File: src/rtl/conv3x3_layer_28x28.sv
// 3x3 valid conv, IN_DIM^2 -> (IN_DIM-2)^2, one MAC per cycle, 11 cycles per output; no backpressure.
// Define CONV_RELU_EN to clamp negative results to zero at write-out.
module conv3x3_layer_28x28 #(
   parameter int IN_DIM    = 28,
   parameter int DATA_W    = 16,
   parameter int FRAC_BITS = 8,
   parameter int ACC_W     = 36
) (
   input  logic                  clk,
   input  logic                  reset,
   input  logic                  start,
   input  logic [9*DATA_W-1:0]   kernel_weights,
   input  logic [DATA_W-1:0]     bias,
   output logic [9:0]            in_map_addr,
   input  logic [DATA_W-1:0]     in_map_pixel,
   output logic [9:0]            out_map_addr,
   output logic [DATA_W-1:0]     out_map_pixel,
   output logic                  out_map_write_en,
   output logic                  done,
   output logic                  busy
);
   localparam int AW      = 10;
   localparam int OUT_DIM = IN_DIM - 2;
   localparam int CW      = $clog2(OUT_DIM);
   localparam logic [AW-1:0] IN_A  = AW'(IN_DIM);
   localparam logic [AW-1:0] OUT_A = AW'(OUT_DIM);
   localparam logic [CW-1:0] LAST  = CW'(OUT_DIM - 1);
   localparam logic signed [ACC_W-1:0] SAT_MAX = {{(ACC_W-DATA_W+1){1'b0}}, {(DATA_W-1){1'b1}}};
   localparam logic signed [ACC_W-1:0] SAT_MIN = {{(ACC_W-DATA_W+1){1'b1}}, {(DATA_W-1){1'b0}}};

   typedef enum logic [1:0] {IDLE, MAC, WRITE, DONE} state_t;
   state_t state;

   logic [CW-1:0]              orow, ocol, nxt_orow, nxt_ocol;
   logic [3:0]                 tap;
   logic signed [ACC_W-1:0]    acc, prod_ext, acc_sum, bias_sh, total, shifted;
   logic signed [DATA_W-1:0]   w_cur;
   logic signed [2*DATA_W-1:0] prod;
   logic [DATA_W-1:0]          result, pix_out;
   logic [AW-1:0]              pix_base, nxt_base, out_addr;
   logic                       last_col, last_pix;

   function automatic logic [AW-1:0] tap_off(input logic [3:0] t);
      case (t)
         4'd0:    tap_off = '0;
         4'd1:    tap_off = AW'(1);
         4'd2:    tap_off = AW'(2);
         4'd3:    tap_off = IN_A;
         4'd4:    tap_off = IN_A + AW'(1);
         4'd5:    tap_off = IN_A + AW'(2);
         4'd6:    tap_off = IN_A + IN_A;
         4'd7:    tap_off = IN_A + IN_A + AW'(1);
         4'd8:    tap_off = IN_A + IN_A + AW'(2);
         default: tap_off = '0;
      endcase
   endfunction

   // The pixel arriving in tap cycle t was addressed in cycle t-1, so it pairs with weight t-1.
   always_comb begin
      w_cur = '0;
      for (int k = 0; k < 9; k++)
         if (tap == 4'(k + 1)) w_cur = kernel_weights[k*DATA_W +: DATA_W];
   end

   assign prod     = $signed(in_map_pixel) * w_cur;
   assign prod_ext = {{(ACC_W-2*DATA_W){prod[2*DATA_W-1]}}, prod};
   assign acc_sum  = acc + prod_ext;
   assign bias_sh  = {{(ACC_W-DATA_W-FRAC_BITS){bias[DATA_W-1]}}, bias, {FRAC_BITS{1'b0}}};
   assign total    = acc_sum + bias_sh;
   assign shifted  = total >>> FRAC_BITS;

   always_comb begin
      if (shifted > SAT_MAX)      result = SAT_MAX[DATA_W-1:0];
      else if (shifted < SAT_MIN) result = SAT_MIN[DATA_W-1:0];
      else                        result = shifted[DATA_W-1:0];
   end

`ifdef CONV_RELU_EN
   assign pix_out = result[DATA_W-1] ? '0 : result;
`else
   assign pix_out = result;
`endif

   assign last_col = (ocol == LAST);
   assign last_pix = last_col && (orow == LAST);
   assign nxt_ocol = last_col ? '0 : ocol + 1'b1;
   assign nxt_orow = last_col ? orow + 1'b1 : orow;
   assign pix_base = AW'(orow) * IN_A + AW'(ocol);
   assign nxt_base = AW'(nxt_orow) * IN_A + AW'(nxt_ocol);
   assign out_addr = AW'(orow) * OUT_A + AW'(ocol);

   always_ff @(posedge clk or negedge reset) begin
      if (!reset) begin
         state            <= IDLE;
         orow             <= '0;
         ocol             <= '0;
         tap              <= '0;
         acc              <= '0;
         in_map_addr      <= '0;
         out_map_addr     <= '0;
         out_map_pixel    <= '0;
         out_map_write_en <= 1'b0;
         done             <= 1'b0;
         busy             <= 1'b0;
      end else begin
         case (state)
            IDLE: begin
               out_map_write_en <= 1'b0;
               done             <= 1'b0;
               if (start) begin
                  state       <= MAC;
                  orow        <= '0;
                  ocol        <= '0;
                  tap         <= '0;
                  acc         <= '0;
                  in_map_addr <= '0;
                  busy        <= 1'b1;
               end
            end
            MAC: begin
               if (tap != 4'd0) acc <= acc_sum;
               if (tap < 4'd8) in_map_addr <= pix_base + tap_off(tap + 4'd1);
               if (tap == 4'd9) begin
                  state            <= WRITE;
                  out_map_pixel    <= pix_out;
                  out_map_addr     <= out_addr;
                  out_map_write_en <= 1'b1;
               end else begin
                  tap <= tap + 4'd1;
               end
            end
            WRITE: begin
               out_map_write_en <= 1'b0;
               acc              <= '0;
               tap              <= '0;
               ocol             <= nxt_ocol;
               orow             <= nxt_orow;
               if (last_pix) begin
                  state <= DONE;
                  done  <= 1'b1;
                  busy  <= 1'b0;
               end else begin
                  state       <= MAC;
                  in_map_addr <= nxt_base;
               end
            end
            DONE: begin
               done  <= 1'b0;
               state <= IDLE;
            end
            default: state <= IDLE;
         endcase
      end
   end
endmodule
File: config.mk
export PLATFORM = sky130hd
export DESIGN_NAME = conv3x3_layer_28x28
export DESIGN_NICKNAME = d
export VERILOG_FILES = /design/src/rtl/conv3x3_layer_28x28.sv
export SDC_FILE = /design/constraint.sdc
export NUM_CORES = 1
export LEC_CHECK = 0
export CORE_AREA = 2 2 209 211
export CTS_CLUSTER_DIAMETER = 40
export CTS_CLUSTER_SIZE = 10
export DETAILED_ROUTE_END_ITERATION = 10
export DIE_AREA = 0 0 211 213
export PLACE_DENSITY_LB_ADDON = 0.1
export RECOVER_POWER = 25
export SYNTH_ARGS = -nofsm -noshare
export SYNTH_HDL_FRONTEND = slang
export SYNTH_SLANG_ARGS = --single-unit
File: constraint.sdc
create_clock -name clk -period 12.1 [get_ports clk]
set_input_delay 2.42 -clock clk [delete_from_list [all_inputs] [get_ports clk]]
set_output_delay 2.42 -clock clk [all_outputs]
set_load 0.01 [all_outputs]
# [Yosys cells after proc, flatten, opt, wreduce, memory -nomap -nowiden]
# Memory sizes are Yosys's and may differ from the RTL's.
# Index checks and enable logic that the tools add are counted.
[op_classes] addsub=9 mul=4 magnitude_cmp=3 n_eq_ne=21 n_mux=39 reduce_logical=18
[op_table] op="2-to-1 mux 16 bit" n=11
[op_table] op="one-hot mux 36 bit (3 select lines)" n=1
[op_table] op="2-to-1 mux 36 bit" n=2
[op_table] op="2-to-1 mux 10 bit" n=5
[op_table] op="adder 36 x 24 -> 36 bit" n=1
[op_table] op="adder 36 x 32 -> 36 bit" n=1
[op_table] op="multiplier 16 x 16 -> 32 bit" n=1
[op_table] op="adder 10 x 5 -> 10 bit" n=3
[op_table] op="one-hot mux 10 bit (3 select lines)" n=1
[op_table] op="greater-than comparator 28 x 16 -> 1 bit, second input constant" n=1
[op_table] op="< comparator 28 x 16 -> 1 bit, second input constant" n=1
[op_table] op="one-hot mux 5 bit (2 select lines)" n=2
[op_table] op="== test 4 x 3 -> 1 bit, second input constant" n=4
[op_table] op="multiplier 5 x 3 -> 8 bit, second input constant" n=2
[op_table] op="2-to-1 mux 5 bit" n=3
[op_table] op="inequality test 2 bit, second input constant" n=7
[op_table] op="one-hot mux 4 bit (3 select lines)" n=1
[op_table] op="adder 10 bit" n=1
[op_table] op="adder 5 x 1 -> 5 bit, second input constant" n=2
[op_table] op="== test 5 bit, second input constant" n=2
[op_table] op="AND reduction 2 bit" n=5
[op_table] op="multiplier 5 x 4 -> 9 bit, second input constant" n=1
[op_table] op="AND reduction 3 bit" n=3
[op_table] op="== test 4 x 2 -> 1 bit, second input constant" n=2
[op_table] op="other kinds (18)" n=31
[word_totals] register_bits=91 rom_bits=96 out_inout_bits=39 n_memories=1
[memory_table] memory="(no name shown)" words=16 word_bits=6 rd=1 rd_ports_with_merged_regs=0 wr=0 line_no="44" rtl="case (t)"

# [Longest topological paths before layout]
# Gate-level depths: netlist (run 1).
[depth] ltp_word=16 mapped_depth=49

# [Worst setup path after synthesis (run 1)]
# OpenSTA, ideal clock, no wires.
[synth_path] kind="input port to flip-flop" startpoint="in kernel_weights[54]" endpoint="reg out_map_pixel[9]" t_arrival_ns=11.621 t_required_ns=11.974 slack_ns=0.353 path_stages=39 cell_sequence="a22oi_1 o211ai_1 o211ai_1 a21oi_1 a221oi_1 nor2_1 a21oi_1 clkbuf_1 nor2b_1 fa_1 inv_1 fa_1 fa_1 inv_1 fa_1 fa_1 inv_1 fa_1 [3 not listed] o311ai_0 a22oi_1 a21o_1 a21oi_1 xnor2_1 ha_1 clkbuf_1 and4_1 and3b_1 a211oi_1 o311a_1 nor3_1 nor3_2 nand4_1 or4b_1 o31a_1 buf_6 a221o_1"
[synth_between] elab_chain_len=12 elab_cells_between_ends=13 cone_classes="2 x add/sub; 1 x mul; 2 x order compare; 8 x mux"
[synth_rtl] element="start: declaration" line_no="12" rtl="input logic [9*DATA_W-1:0] kernel_weights,"
[synth_rtl] element="2-to-1 mux 16 bit (*) (6 in series)" line_no="62" rtl="if (tap == 4'(k + 1)) w_cur = kernel_weights[k*DATA_W +: DATA_W];"
[synth_rtl] element="multiplier 16 x 16 -> 32 bit (*)" line_no="65" rtl="assign prod = $signed(in_map_pixel) * w_cur;"
[synth_rtl] element="adder 36 x 32 -> 36 bit (*)" line_no="67" rtl="assign acc_sum = acc + prod_ext;"
[synth_rtl] element="adder 36 x 24 -> 36 bit (*)" line_no="69" rtl="assign total = acc_sum + bias_sh;"
[synth_rtl] element="< comparator 28 x 16 -> 1 bit" line_no="74" rtl="else if (shifted < SAT_MIN) result = SAT_MIN[DATA_W-1:0];"
[synth_rtl] element="2-to-1 mux 16 bit" line_no="74"
[synth_rtl] element="2-to-1 mux 16 bit (*)" line_no="73" rtl="if (shifted > SAT_MAX) result = SAT_MAX[DATA_W-1:0];"
[synth_rtl] element="end signal: assignment" line_no="125" rtl="out_map_pixel <= pix_out;"
[synth_rtl] element="end: declaration" line_no="17" rtl="output logic [DATA_W-1:0] out_map_pixel,"
# Mark *: on every way between the ends. The rest lies on a longest branch, timed or not.
# A chain may end at the register's enable or synchronous reset.

# [Final worst setup path (run 1)]
[layout_path] startpoint="in kernel_weights[15]" endpoint="reg out_map_pixel[0]"
[layout_between] elab_chain_len=15 elab_cells_between_ends=16 cone_classes="2 x add/sub; 1 x mul; 2 x order compare; 11 x mux"
[layout_rtl] element="2-to-1 mux 16 bit (*) (9 in series)" line_no="62"
[layout_rtl] element="multiplier 16 x 16 -> 32 bit (*)" line_no="65"
[layout_rtl] element="adder 36 x 32 -> 36 bit (*)" line_no="67"
[layout_rtl] element="adder 36 x 24 -> 36 bit (*)" line_no="69"
[layout_rtl] element="< comparator 28 x 16 -> 1 bit" line_no="74"
[layout_rtl] element="2-to-1 mux 16 bit" line_no="74"
[layout_rtl] element="2-to-1 mux 16 bit (*)" line_no="73"
# Marks and branches as above.

==> results.json, run 1 <==
{
  "start_util_pct": 46.39,
  "fill_cells": 3783,
  "ys_ff_latch": 91,
  "overflow": 0,
  "hold_path.class": "register to register",
  "hp-start": "out_map_addr[2]$_DFFE_PN0P_",
  "drt_wl_total_um": 56780,
  "synth_top_area_share_pct": 33.66,
  "cts_max_level": 3,
  "synth_nets": 2895,
  "detail_route.first_pass.iterations": 5,
  "area_growth_pct": 25.33,
  "endpoint_kind": "register",
  "postCtsHoldBufs": 0,
  "cp_top_family": "adder cells",
  "max_freq_ghz": 0.08504,
  "drtIter0Drc": 1050,
  "ff2ff_path_depth": 43,
  "synth_top_area_cell": "fa_1",
  "vias_per_cell": 5.338,
  "clk_latency_ns": 0.37,
  "crit_top_cell": "fa_1",
  "cts_buffer_depth": 2,
  "setup_tns_ns": 0,
  "antenna_cells": 0,
  "yosys.area_share.simple_pct": 13.61,
  "layout_common_cells": "inv_1 (404), fa_1 (327), clkdlybuf4s50_1 (213)",
  "fin_skew_ns": 0.008028,
  "slowest_delay_ns": 0.54,
  "rows": 76,
  "routedWlPerCell_um": 18.38,
  "min_path_cells": 2,
  "cp_num_buf_inv": 6,
  "layout.nets": 3239,
  "port_buffers": 217,
  "synthMuxAreaShare_pct": 0.5938,
  "post-route-min-period_ns": 11.76,
  "worstMarginPinSlew_ns": 3.122,
  "ys_warn_count": 0,
  "cts_inserted_buffers": 9,
  "ant_nets": 0,
  "post-route-drc-count": 0,
  "grt_pass1_vias": 17524,
  "syn_area_mm2": 0.01981,
  "final-hold-violation-count": 0,
  "worstReg2RegEnd": "out_map_pixel[0]$_DFFE_PN0P_",
  "slew_viol_final": 94,
  "max_slew_margin_pct": -108.1,
  "io_pins": 218,
  "crit_arrival_ns": 12.01,
  "synth-compound-area-share_pct": 15.05,
  "clkSinkCount": 91,
  "syn_inst": 2194,
  "final-instance-count-excl-fill": 3089,
  "fp.coreArea_mm2": 0.04270,
  "synth_edf_count": 0,
  "dp_cells": 3049,
  "critPathKind": "input pin to register",
  "gr-usage-all-layers_pct": 26.59,
  "status": "complete, but fails checks",
  "yosysUniqueCellTypes": 68,
  "violations": "capacitance limit, slew limit",
  "die_h_um": 213,
  "async_flop_share_pct": 100.0,
  "synth_top_family_by_area": "adder cells",
  "path_clk_slew_ns": 0.07,
  "tritoncts": "yes",
  "start_kind": "input pin",
  "cp_slowest_cell": "fa_1",
  "die_w_um": 211,
  "setup_viol": 0,
  "yosys.area_share.xor_xnor_pct": 4.201,
  "yosys.area_share.adder_pct": 45.60,
  "cap_viol_max_count": 2,
  "drive_above_1_share_pct": 12.90,
  "layout.cells.most_common": "inv_1",
  "cp_max_fo": 8,
  "period_share_pct": 97.18,
  "die_area_mm2": 0.04494,
  "antenna_found_initial": 2,
  "required_ns": 12.35,
  "synth.avg_cell_area_um2": 9.027,
  "ys.flop_type": "dfrtp_1",
  "r2r-start": "tap[0]$_DFFE_PN0P_",
  "synth.area.top_cells": "fa_1 (34%), ha_1 (12%), dfrtp_1 (11%)",
  "dp_hpwl_um": 47640,
  "hold-path-endpoint": "out_map_addr[2]$_DFFE_PN0P_",
  "grt_pass1_wl_um": 94120,
  "place_congestion": 0.9294,
  "cts-root-buf": "clkbuf_16",
  "vias": 16488,
  "reg2reg_slack_ns": 1.06,
  "grt_max_degree": 57,
  "ys_seq_area_share_pct": 11.50
}
state kept, by name, summed over array words and instances (netlist names), 2 cells and up:
register       cells
acc               36
in_map_addr       10
ocol               5
orow               5
out_map_addr      10
out_map_pixel     16
state              2
tap                4
Yosys cell counts (all sizes together) (3+ instances only):
cell type  number
o31a            3
a21o           28
a221o          15
a32o            4
a31oi           6
nor4            5
mux2            6
and3            3
nor3           21
nand2         198
nor2           79
buf            12
ha            189
clkbuf         74
nand3          33
a32oi           4
and3b           4
or2             5
nor2b          77
a211oi         15
nand4           7
inv           407
a22oi          39
and4            4
a221oi         16
nor3b           4
o21ai          79
nand2b         27
fa            333
a22o           37
xnor2          60
xor2           35
a31o            3
o21a           12
and2           64
dfrtp          91
mux2i           5
a21oi         113
o41ai           3
nand3b          5
o211ai         35
o21bai          9
worst max-delay path by stage:
stage	startpoint	end	slack, ns	depth (start not counted)
5_1_grt	kernel_weights[52]	out_map_pixel[12]$_DFFE_PN0P_	-0.04	44
3_5_place_dp	kernel_weights[31]	out_map_pixel[7]$_DFFE_PN0P_	-0.49	40
3_3_place_gp	kernel_weights[31]	out_map_pixel[0]$_DFFE_PN0P_	-0.39	40
2_1_floorplan	kernel_weights[54]	out_map_pixel[9]$_DFFE_PN0P_	0.35	39
4_1_cts	kernel_weights[31]	out_map_pixel[14]$_DFFE_PN0P_	0.03	40
6_report	kernel_weights[15]	out_map_pixel[0]$_DFFE_PN0P_	0.34	40
cell type report:
type	count	area (um2)	area share, %
Clock buffer	9	225.2	0.9073
Clock inverter	7	170.2	0.6856
Multi-Input combinational cell	1609	16190	65.23
Timing Repair Buffer	419	3742	15.08
Inverter	408	1531	6.170
Tap cell	546	683.2	2.752
Sequential cell	91	2277	9.174
repair_timing:
item | 4_1_cts | 5_1_grt
setup endpoints to repair | 16 | 16
setup buffers | 0 | 23
gates resized for setup | 6 | 119
pin swaps | 2 | 88
cloned | 0 | 1
per-stage QoR:
step           utilization, %  hold slack [ns]  instance area, um2  setup WS [ns]
4_1_cts                 56.46           0.4924               24110        0.03375
2_1_floorplan               -           0.4654               19810         0.3528
3_5_place_dp            55.47           0.4739               23680        -0.4941
5_1_grt                 58.14           0.5191               24820       -0.03941
3_3_place_gp            55.47           0.4700               23680        -0.3864
6_report                58.14           0.4829               24820         0.3407
layer usage:
layer	part of all wire [%]	GRT usage [%]	up-vias
met2	46	42.11	332
met3	4.0	3.398	43
met5	0.032	0	-
met4	1.4	5.464	2
li1	-	-	7821
met1	48	39.18	8290
cells by family after synthesis:
logic type | after synthesis
and+or+nand+nor | 543
adders and majority gates | 522
buffers and inverters | 494
AOI/OAI and AO/OA | 438
xor gates and xnor gates | 95
DFF | 91
muxes | 11
worst min-delay path: cells and delay by family (launching register included):
kind               cells  cell delay [ns]
DFF                    1             0.34
AOI/OAI and AO/OA      1             0.06
and+or+nand+nor        1             0.04
Power of run 1 is left out: the tool's default activity adds up to more than one toggle a clock period on the data nets, which glitch-free logic cannot reach.
==> inputs of run 2 (changes only) <==
--- a/config.mk
+++ b/config.mk
@@ -7,7 +7,6 @@
 export LEC_CHECK = 0
 export CORE_AREA = 2 2 209 211
 export CTS_CLUSTER_DIAMETER = 40
-export CTS_CLUSTER_SIZE = 10
 export DETAILED_ROUTE_END_ITERATION = 10
 export DIE_AREA = 0 0 211 213
 export PLACE_DENSITY_LB_ADDON = 0.1
==> results of run 2 <==
Final layout, timing and power as in run 1 (identical DEF).
Power of run 2 is left out for the same reason.
